[config.mk]
export PLATFORM = sky130hd
export DESIGN_NAME = imm_gen_pipe
export DESIGN_NICKNAME = d
export VERILOG_FILES = /design/src/rtl/imm_gen_pkg.sv /design/src/rtl/imm_gen_decode.sv /design/src/rtl/imm_gen_pipe.sv
export SDC_FILE = /design/constraint.sdc
export NUM_CORES = 1
export LEC_CHECK = 0
export ABC_CLOCK_PERIOD_IN_PS = 1600
export CORE_MARGIN = 4
export CORE_UTILIZATION = 56
export CTS_BUF_LIST = sky130_fd_sc_hd__clkbuf_8
export CTS_CLUSTER_DIAMETER = 80
export CTS_CLUSTER_SIZE = 12
export DETAILED_ROUTE_END_ITERATION = 10
export PLACE_DENSITY = 0.84
export SYNTH_ARGS = -nofsm -noshare
export SYNTH_HDL_FRONTEND = slang
export SYNTH_HIERARCHICAL = 1
export SYNTH_SLANG_ARGS = --single-unit
[constraint.sdc]
create_clock -name clk -period 1.6 [get_ports clk]
set_input_delay 0.16 -clock clk [delete_from_list [all_inputs] [get_ports clk]]
set_output_delay 0.16 -clock clk [all_outputs]
set_load 0.005 [all_outputs]
[src/rtl/imm_gen_pkg.sv]
// imm_gen_pkg: shared format codes, opcode constants, the buffered entry
// layout and the raw 32-bit immediate extraction used by imm_gen_decode.
// Optional feature macro used by this codebase: IMM_GEN_ILLEGAL_EN.
package imm_gen_pkg;

  // Resolved immediate formats; IMM_RSV marks an unknown/reserved format
  // internally and is always reported on the output as IMM_R.
  typedef enum logic [2:0] {
    IMM_I   = 3'd0,
    IMM_S   = 3'd1,
    IMM_B   = 3'd2,
    IMM_U   = 3'd3,
    IMM_J   = 3'd4,
    IMM_Z   = 3'd5,
    IMM_R   = 3'd6,
    IMM_RSV = 3'd7
  } imm_fmt_e;

  // Entry slots are sized for the widest legal configuration; narrower
  // configurations keep the upper bits at zero.
  localparam int IMM_XLEN_MAX = 64;
  localparam int IMM_TAG_MAX  = 16;

  // Major opcodes (instr[6:0]).
  localparam logic [6:0] OPC_LOAD      = 7'b0000011;
  localparam logic [6:0] OPC_MISC_MEM  = 7'b0001111;
  localparam logic [6:0] OPC_OP_IMM    = 7'b0010011;
  localparam logic [6:0] OPC_AUIPC     = 7'b0010111;
  localparam logic [6:0] OPC_OP_IMM_32 = 7'b0011011;
  localparam logic [6:0] OPC_STORE     = 7'b0100011;
  localparam logic [6:0] OPC_OP        = 7'b0110011;
  localparam logic [6:0] OPC_LUI       = 7'b0110111;
  localparam logic [6:0] OPC_OP_32     = 7'b0111011;
  localparam logic [6:0] OPC_BRANCH    = 7'b1100011;
  localparam logic [6:0] OPC_JALR      = 7'b1100111;
  localparam logic [6:0] OPC_JAL       = 7'b1101111;
  localparam logic [6:0] OPC_SYSTEM    = 7'b1110011;

  // One buffered result: immediate, resolved format, sideband tag, illegal flag.
  typedef struct packed {
    logic [IMM_XLEN_MAX-1:0] imm;
    imm_fmt_e                fmt;
    logic [IMM_TAG_MAX-1:0]  tag;
    logic                    illegal;
  } imm_entry_t;

  // Raw immediate as a 32-bit value whose bit 31 is the sign to extend from
  // (Z keeps bit 31 clear, so sign extension equals zero extension there).
  function automatic logic [31:0] imm32_of(input imm_fmt_e f, input logic [31:0] i);
    logic [31:0] r;
    r = 32'h0;
    case (f)
      IMM_I:   r = {{20{i[31]}}, i[31:20]};
      IMM_S:   r = {{20{i[31]}}, i[31:25], i[11:7]};
      IMM_B:   r = {{19{i[31]}}, i[31], i[7], i[30:25], i[11:8], 1'b0};
      IMM_U:   r = {i[31:12], 12'h000};
      IMM_J:   r = {{11{i[31]}}, i[31], i[19:12], i[20], i[30:21], 1'b0};
      IMM_Z:   r = {27'h0, i[19:15]};
      default: r = 32'h0;
    endcase
    return r;
  endfunction

endpackage

[src/rtl/imm_gen_decode.sv]
// imm_gen_decode: combinational format resolution and immediate extraction.
// With IMM_GEN_ILLEGAL_EN defined, unknown opcodes, reserved explicit formats
// and non-32-bit encodings (instr[1:0] != 2'b11) are flagged illegal.
module imm_gen_decode
  import imm_gen_pkg::*;
#(
  parameter int XLEN = 64
) (
  input  logic [31:0]     instr,
  input  logic [2:0]      fmt_sel,
  input  logic            auto_en,
  output logic [XLEN-1:0] imm,
  output imm_fmt_e        fmt,
  output logic            illegal
);

  imm_fmt_e    auto_fmt;
  imm_fmt_e    sel_fmt;
  logic        no_imm;
  logic        zero_out;
  logic [31:0] raw32;

  // Opcode-driven format; RV64-only opcodes are unknown on RV32.
  always_comb begin
    auto_fmt = IMM_RSV;
    case (instr[6:0])
      OPC_OP_IMM, OPC_LOAD, OPC_JALR, OPC_MISC_MEM: auto_fmt = IMM_I;
      OPC_OP_IMM_32: auto_fmt = (XLEN == 64) ? IMM_I : IMM_RSV;
      OPC_SYSTEM:    auto_fmt = instr[14] ? IMM_Z : IMM_I;
      OPC_STORE:     auto_fmt = IMM_S;
      OPC_BRANCH:    auto_fmt = IMM_B;
      OPC_LUI, OPC_AUIPC: auto_fmt = IMM_U;
      OPC_JAL:       auto_fmt = IMM_J;
      OPC_OP:        auto_fmt = IMM_R;
      OPC_OP_32:     auto_fmt = (XLEN == 64) ? IMM_R : IMM_RSV;
      default:       auto_fmt = IMM_RSV;
    endcase
  end

  assign sel_fmt = auto_en ? auto_fmt : imm_fmt_e'(fmt_sel);
  assign no_imm  = (sel_fmt == IMM_R) || (sel_fmt == IMM_RSV);

`ifdef IMM_GEN_ILLEGAL_EN
  // Auto R-type is legal (it simply has no immediate); explicit 6/7 is not.
  logic bad_fmt;
  assign bad_fmt = auto_en ? (auto_fmt == IMM_RSV) : (fmt_sel[2:1] == 2'b11);
  assign illegal = bad_fmt || (instr[1:0] != 2'b11);
`else
  assign illegal = 1'b0;
`endif

  // Anything without a usable immediate reports R with a zero immediate.
  assign zero_out = no_imm || illegal;
  assign raw32    = imm32_of(sel_fmt, instr);
  assign fmt      = zero_out ? IMM_R : sel_fmt;
  assign imm      = zero_out ? '0 : XLEN'($signed(raw32));

endmodule

[src/rtl/imm_gen_pipe.sv]
// imm_gen_pipe: registered immediate generator behind a two-slot skid buffer.
// Slot "out" drives the outputs; slot "skid" catches one extra instruction
// while the consumer stalls. FIFO order is preserved and in_ready is simply
// the registered inverse of the skid valid bit.
// Optional feature macro: IMM_GEN_ILLEGAL_EN (illegal-entry flagging).
// TAG_W must not exceed IMM_TAG_MAX and XLEN must be 32 or 64.
//
// Handshake: a transfer happens on a rising edge where valid and ready are
// both high; a producer holding valid may not assume acceptance until then,
// and out_* fields are held stable while out_valid is high and out_ready low.
module imm_gen_pipe
  import imm_gen_pkg::*;
#(
  parameter int XLEN  = 64,
  parameter int TAG_W = 5
) (
  input  logic             clk,
  input  logic             rst_n,
  input  logic             in_valid,
  output logic             in_ready,
  input  logic [31:0]      in_instr,
  input  logic [2:0]       in_type,
  input  logic             in_auto,
  input  logic [TAG_W-1:0] in_tag,
  output logic             out_valid,
  input  logic             out_ready,
  output logic [XLEN-1:0]  out_imm,
  output logic [2:0]       out_type,
  output logic [TAG_W-1:0] out_tag,
  output logic             out_illegal
);

  logic [XLEN-1:0] dec_imm;
  imm_fmt_e        dec_fmt;
  logic            dec_illegal;

  imm_entry_t in_entry;
  imm_entry_t out_q;
  imm_entry_t skid_q;
  logic       out_v;
  logic       skid_v;
  logic       take_in;
  logic       take_out;

  imm_gen_decode #(
    .XLEN (XLEN)
  ) u_decode (
    .instr   (in_instr),
    .fmt_sel (in_type),
    .auto_en (in_auto),
    .imm     (dec_imm),
    .fmt     (dec_fmt),
    .illegal (dec_illegal)
  );

  // Pack the freshly decoded result into the common entry layout.
  always_comb begin
    in_entry         = '0;
    in_entry.imm     = IMM_XLEN_MAX'(dec_imm);
    in_entry.fmt     = dec_fmt;
    in_entry.tag     = IMM_TAG_MAX'(in_tag);
    in_entry.illegal = dec_illegal;
  end

  assign in_ready = ~skid_v;
  assign take_in  = in_valid & in_ready;
  assign take_out = out_v & out_ready;

  // Skid buffer: out slot refills from skid first, then from the input;
  // the skid only fills when the out slot is occupied and not draining.
  always_ff @(posedge clk or negedge rst_n) begin
    if (!rst_n) begin
      out_v  <= 1'b0;
      skid_v <= 1'b0;
      out_q  <= '0;
      skid_q <= '0;
    end else begin
      if (take_out && skid_v) begin
        out_q <= skid_q;
        if (take_in) begin
          skid_q <= in_entry;
        end else begin
          skid_v <= 1'b0;
        end
      end else if (take_out) begin
        if (take_in) begin
          out_q <= in_entry;
        end else begin
          out_v <= 1'b0;
        end
      end else if (take_in) begin
        if (!out_v) begin
          out_q <= in_entry;
          out_v <= 1'b1;
        end else begin
          skid_q <= in_entry;
          skid_v <= 1'b1;
        end
      end
    end
  end

  assign out_valid   = out_v;
  assign out_imm     = out_q.imm[XLEN-1:0];
  assign out_type    = out_q.fmt;
  assign out_tag     = out_q.tag[TAG_W-1:0];
  assign out_illegal = out_q.illegal;

  // Slot bits above XLEN/TAG_W are always zero; folding them here marks
  // them as deliberately unread.
  logic unused_slot_bits;
  assign unused_slot_bits = ^{out_q.imm, out_q.tag};

endmodule

Word-level counts from Yosys, hierarchy flattened
Index checks and enable logic that the tools add are counted.
{"block": "classes", "n_addsub": 0, "mul": 0, "div": 0, "order_cmp": 0, "eq_ne": 25, "shift": 0, "n_mux": 22, "bitwise": 4, "reduce_logical": 13}
{"operator": "2-to-1 mux 84 bit", "n": 9}
{"operator": "one-hot mux 32 bit (6 select lines)", "n": 1}
{"operator": "2-to-1 mux 64 bit", "n": 1}
{"operator": "equality test 7 x 6 -> 1 bit, second input constant", "n": 4}
{"operator": "equality test 7 bit, second input constant", "n": 4}
{"operator": "equality test 7 x 5 -> 1 bit, second input constant", "n": 3}
{"operator": "one-hot mux 3 bit (7 select lines)", "n": 1}
{"operator": "equality test 3 bit, second input constant", "n": 4}
{"operator": "2-to-1 mux 3 bit", "n": 3}
{"operator": "AND reduction 4 bit", "n": 2}
{"operator": "equality test 7 x 2 -> 1 bit, second input constant", "n": 1}
{"operator": "equality test 7 x 4 -> 1 bit, second input constant", "n": 1}
{"operator": "2-to-1 mux 1 bit", "n": 7}
{"operator": "equality test 3 x 2 -> 1 bit, second input constant", "n": 2}
{"operator": "inequality test 2 bit, second input constant", "n": 3}
{"operator": "nonzero test 2 bit", "n": 3}
{"operator": "OR reduction 5 bit", "n": 1}
{"operator": "OR reduction 2 bit", "n": 2}
{"operator": "equality test 3 x 1 -> 1 bit, second input constant", "n": 1}
{"operator": "logical NOT 3 bit", "n": 1}
{"operator": "inequality test 3 x 1 -> 1 bit, second input constant", "n": 1}
{"operator": "AND reduction 3 bit", "n": 1}
{"operator": "bitwise AND 1 bit", "n": 2}
{"operator": "inequality test 2 x 1 -> 1 bit, second input constant", "n": 1}
{"operator": "4 further kinds", "n": 5}
{"block": "totals", "ff_bits": 159, "latchBits": 0, "ramBits": 0, "mem_bits_ro": 0, "in_bits": 45, "wordCells": 74, "n_memories": 0}

Logic depth before layout (Yosys ltp)
{"block": "logic_depth", "word_depth": 11, "depth_mapped": 10, "ltp_nobuf": 7}

Cells and area by module
The synthesis kept the hierarchy.
{"module": "imm_gen_pipe", "n_inst": 1, "cells_per_inst": 409, "area_each_um2": 6075.8}
{"module": "imm_gen_decode", "n_inst": 1, "cells_per_inst": 150, "area_each_um2": 1058.5}

Worst setup path before layout
OpenSTA, ideal clock, no wires.
{"block": "synth_path", "path_type": "input to register", "startpoint": "in in_instr[4]", "endpoint": "reg out_q, in the netlist out_imm[34]", "setup_ns": 0.065, "arrival_ns": 3.067, "required_ns": 1.535, "slack_ns": -1.532, "stages": 9, "n_path_buf": 3, "cell_sequence": "buf_2 nor3b_1 o32ai_2 o41ai_4 clkbuf_1 a21oi_1 nor2_1 buf_4 o221a_2"}
{"block": "synth_between", "elab_chain_cells": 11}
{"item": "from (decl)", "line": "imm_gen_pipe.sv:21", "text": "input logic [31:0] in_instr,"}
{"item": "equality test 7 x 5 -> 1 bit (tied with other cells)", "line": "imm_gen_decode.sv:26", "text": "case (instr[6:0])"}
{"item": "OR reduction 5 bit (no source line) (tied with other cells)"}
{"item": "one-hot mux 3 bit (7 select lines) (*)", "line": "imm_gen_decode.sv:26"}
{"item": "2-to-1 mux 3 bit (*)", "line": "imm_gen_decode.sv:40", "text": "assign sel_fmt = auto_en ? auto_fmt : imm_fmt_e'(fmt_sel);"}
{"item": "equality test 3 bit (tied with other cells)", "line": "imm_gen_pkg.sv:52", "text": "case (f)"}
{"item": "one-hot mux 32 bit (6 select lines) or logical OR 1 bit (tied branches)", "line": "imm_gen_pkg.sv:52, imm_gen_decode.sv:41"}
{"item": "2-to-1 mux 64 bit (*)", "line": "imm_gen_decode.sv:56", "text": "assign imm = zero_out ? '0 : XLEN'($signed(raw32));"}
{"item": "named net dec_imm[34]", "line": "imm_gen_pipe.sv:33", "text": "logic [XLEN-1:0] dec_imm;"}
{"item": "2-to-1 mux 84 bit", "line": "imm_gen_pipe.sv:92", "text": "if (!out_v) begin"}
{"item": "2-to-1 mux 84 bit", "line": "imm_gen_pipe.sv:91", "text": "end else if (take_in) begin"}
{"item": "2-to-1 mux 84 bit (*)", "line": "imm_gen_pipe.sv:85", "text": "end else if (take_out) begin"}
{"item": "2-to-1 mux 84 bit (*)", "line": "imm_gen_pipe.sv:78", "text": "if (take_out && skid_v) begin"}
{"item": "to (signal assigned)", "line": "imm_gen_pipe.sv:79", "text": "out_q <= skid_q;"}
{"item": "to (signal assigned)", "line": "imm_gen_pipe.sv:87", "text": "out_q <= in_entry;"}
{"item": "to (signal assigned)", "line": "imm_gen_pipe.sv:93", "text": "out_q <= in_entry;"}
{"item": "to (decl)", "line": "imm_gen_pipe.sv:38", "text": "imm_entry_t out_q;"}
Mark *: on every way through the listed nets, which the timed path passes. The rest lies on a longest branch. The select of a mux whose other input is x is not followed.
A chain may end at the register's enable or synchronous reset.

Worst setup path in the final report
{"block": "layout_path", "startpoint": "in in_instr[5]", "endpoint": "reg skid_q[23] (netlist bit)"}
{"block": "layout_between", "elab_chain_cells": 11}
{"item": "equality test 7 x 5 -> 1 bit (tied with other cells)", "line": "imm_gen_decode.sv:26"}
{"item": "OR reduction 5 bit (no source line) (tied with other cells)"}
{"item": "one-hot mux 3 bit (7 select lines) (*)", "line": "imm_gen_decode.sv:26"}
{"item": "2-to-1 mux 3 bit (*)", "line": "imm_gen_decode.sv:40"}
{"item": "equality test 3 bit (tied with other cells)", "line": "imm_gen_pkg.sv:52"}
{"item": "one-hot mux 32 bit (6 select lines) or logical OR 1 bit (tied branches)", "line": "imm_gen_pkg.sv:52, imm_gen_decode.sv:41"}
{"item": "2-to-1 mux 64 bit (*)", "line": "imm_gen_decode.sv:56"}
{"item": "named net dec_imm[3]", "line": "imm_gen_pipe.sv:33"}
{"item": "2-to-1 mux 84 bit", "line": "imm_gen_pipe.sv:92"}
{"item": "2-to-1 mux 84 bit", "line": "imm_gen_pipe.sv:91"}
{"item": "2-to-1 mux 84 bit", "line": "imm_gen_pipe.sv:85"}
{"item": "2-to-1 mux 84 bit (*)", "line": "imm_gen_pipe.sv:78"}
{"item": "to (signal assigned)", "line": "imm_gen_pipe.sv:81", "text": "skid_q <= in_entry;"}
{"item": "to (signal assigned)", "line": "imm_gen_pipe.sv:96", "text": "skid_q <= in_entry;"}
{"item": "to (decl)", "line": "imm_gen_pipe.sv:39", "text": "imm_entry_t skid_q;"}
Marks and branches as above.

==> impl_metrics.csv <==
group,metric,value,unit
run_status,status,"complete, but fails checks",
run_status,violations,"negative setup slack",
detailed_routing,initialDrtViolationCount,454,
place,dpl.hpwl,11500,um
clock_network,cts.sinks,148,
place,gp_congestion,0.956,
synthesis,ys_seq_elements,148,
critical_path,r2r_start,"skid_v$_DFFE_PN0P_",
clock_network,cts_buffers,17,
critical_path,cp_data_required_time,1940,ps
grt,grt_overflow,0,
place,dpl.cell_count,824,
detailed_routing,via_count,5460,
cells_and_area,final_nets,752,
die,die_w,121,um
die,die_y,121,um
die,rows,40,
power_and_ir_drop,p_leak,4.45,nW
synthesis,synth_top_flop_cell,"dfrtp_1",
detailed_routing,vias_per_cell,6.15,
clock_network,root_buffer,"clkbuf_8",
clock_network,clockBufferDepth,2,
timing,setup_ws,-384,ps
timing,slew_viol_final,0,
synthesis,yosys_warnings,6,
grt,grt_max_degree,59,
timing,fin_skew,9.72,ps
cells_and_area,syn2layout_area_growth,42.7,%
hold_path,min_path_type,"in2async",
timing,setup_viol,132,
critical_path,setup.worst_path.class,"in2reg",
critical_path,worstPathMaxFanout,5,
critical_path,critical_path.top_delay_family,"compound AO/OA/AOI/OAI gates",
die,ioPinCount,120,
synthesis,synth.yosys.seq_area_share,0.519,
synthesis,syn_inst,559,
timing,hold_viol,0,
place,portBuffers,119,
cells_and_area,drive_gt1_frac,0.542,
timing,rsz0062_at_grt,"yes",
die,die-area,0.0146,sq mm
grt,grt_pass1_wl,30400,um
critical_path,crit_chain,"buf_8 > or3b_1 > a211o_1 > a211oi_4 > buf_4 > buf_6 > nor3_4 > a22o_1 > a32o_2 > mux2_4",
critical_path,end_kind,"register",
critical_path,startpoint,"in_instr[5]",
synthesis,synth_edf_count,0,
cells_and_area,final-instance-count-excl-fill,888,
detailed_routing,routed_wl,21100,um
run,cap_violations,0,
critical_path,slowest_delay,410,ps
die,coreArea,0.0123,sq mm
synthesis,yosys.cell_types.count,50,
place,placed_area,0.00865,sq mm
synthesis,synth_area_per_cell,12.8,sq um
synthesis,synthesis.area,0.00713,sq mm
synthesis,synth_fp_nets,604,
timing,period_share,1.24,
grt,track_usage,0.264,
critical_path,cp-start-kind,"input port",
cells_and_area,final_area,0.0102,sq mm
power_and_ir_drop,cellPowerDensity,1770,mW/mm^2
timing,layout_min_cycle_time,1980,ps
timing,fmax,504,MHz
cells_and_area,diodes,0,
detailed_routing,drtPass1Iterations,5,
grt,antenna_found_initial,0,
critical_path,cp.arrival,2320,ps
detailed_routing,ant_nets,0,
clock_network,clk_latency,450,ps
detailed_routing,wl_per_cell,23.8,um
power_and_ir_drop,vdd_drop_max,1310,uV
critical_path,slowest_stage,"or3b_1",
critical_path,crit_buf_inv,3,
synthesis,synthArstFlopShare,1.00,
die,initial_utilization,0.582,
grt,grt_pass1_vias,5681,
clock_network,clkTransAtPathRegs,80,ps
clock_network,tritoncts,"yes",
detailed_routing,drc,0,
clock_network,h-tree-depth,4,
## power by group
part	switching [W]	internal (W)	leakage, nW
clock network	0.00137	0.00180	0.228
logic	0.00292	0.00525	2.39
registers	0.00118	0.00546	1.83
## cell families (layout without fill, tap and decap cells)
kind of cell,Yosys count,in the layout,synth area share
flops,148,148,0.519
simple gates,128,128,0.108
compound gates,119,119,0.175
buf+inv,86,247,0.0773
mux,76,76,0.119
other cells,1,1,0.000526
xor+xnor,1,1,0.00123
## cell usage in the layout (no fill, tap or decap), types with 5 or more instances in the layout
cell type / count
a22o_1: 15
and2_4: 6
buf_12: 14
buf_4: 48
buf_6: 13
clkbuf_16: 5
clkbuf_8: 20
clkdlybuf4s50_1: 104
dfrtp_1: 148
dlygate4sd2_1: 5
inv_1: 15
mux2_2: 44
mux2_4: 29
nand2_1: 12
o221a_2: 42
o221a_4: 31
or2_2: 75
## registers in the layout (all words and copies together) (netlist names)
signal	cells
out_illegal	1
out_imm	64
out_tag	5
out_type	3
out_valid	1
skid_q	73
skid_v	1
## final timing paths
check	end	slack [ps]	cells after the start
setup / recovery	skid_q[23]$_DFFE_PN0P_	-380	10
hold / removal	out_imm[54]$_DFFE_PN0P_	180	2
max in group asynchronous	skid_q[69]$_DFFE_PN0P_	770	3
setup reg to reg	skid_q[51]$_DFFE_PN0P_	-10	4
min in group clk	skid_q[2]$_DFFE_PN0P_	360	2
hold reg to reg	skid_q[77]$_DFFE_PN0P_	500	1
## metal layers
layer / global-route usage / up-vias / part of all wire
li1: - / 2342 / -
met1: 0.344 / 2829 / 0.39
met2: 0.425 / 228 / 0.51
met3: 0.0727 / 61 / 0.064
met4: 0.0977 / 0 / 0.033
met5: 0 / - / 0
## what timing repair did
item,in CTS,in global routing
hold buffers,1,0
pin swaps,27,18
cloned,4,6
buffers inserted,18,5
endpoints found under the setup margin,136,134
resized for setup,104,49
endpoints found under the hold margin,39,0
## cells in the mapped netlist, types with 3 or more instances
cell | count | area share
dfrtp_1 | 148 | 0.52
or2_2 | 75 | 0.066
o221a_2 | 73 | 0.12
mux2_2 | 67 | 0.11
buf_4 | 43 | 0.045
a22o_1 | 15 | 0.018
inv_1 | 13 | 0.0068
nand2_1 | 13 | 0.0068
buf_2 | 12 | 0.0084
clkbuf_1 | 9 | 0.0047
o221ai_1 | 8 | 0.0098
buf_6 | 7 | 0.011
nor2_1 | 7 | 0.0037
a21oi_1 | 6 | 0.0042
and2_1 | 6 | 0.0053
mux2_1 | 6 | 0.0095
a32o_1 | 4 | 0.0056
nand2b_1 | 4 | 0.0035
nand3_1 | 4 | 0.0028
mux2i_1 | 3 | 0.0042
## metrics by stage
stage / hold WS [ps] / utilization / total power (W) / setup TNS [ps] / worst slack [ps]
after floorplan: -136 / - / 0.0103 / -69740 / -681
after global routing: 199 / 0.831 / 0.0188 / -39210 / -417
after detailed placement: 101 / 0.705 / 0.0135 / -153450 / -1330
final: 181 / 0.831 / 0.0180 / -35920 / -384
after CTS: 186 / 0.790 / 0.0169 / -24690 / -269
after global placement: 99.2 / 0.705 / 0.0131 / -141530 / -1200
## area by class of cell
| type | count | area (sq um) |
|---|---|---|
| clock inverters | 12 | 161 |
| inverters | 15 | 58.8 |
| repair buffers | 200 | 2170 |
| fillers | 605 | 2080 |
| clock buffers | 20 | 275 |
| flip-flops and latches | 148 | 3700 |
| well taps | 168 | 210 |
| multi-input cells | 325 | 3610 |
## worst register-to-register path: stages (launching register included)
cell	delay, ps
dfrtp_1	400
nand2b_1	200
nor2_4	150
buf_12	300
mux2_2	430
Power figures use the tool's default switching activity.
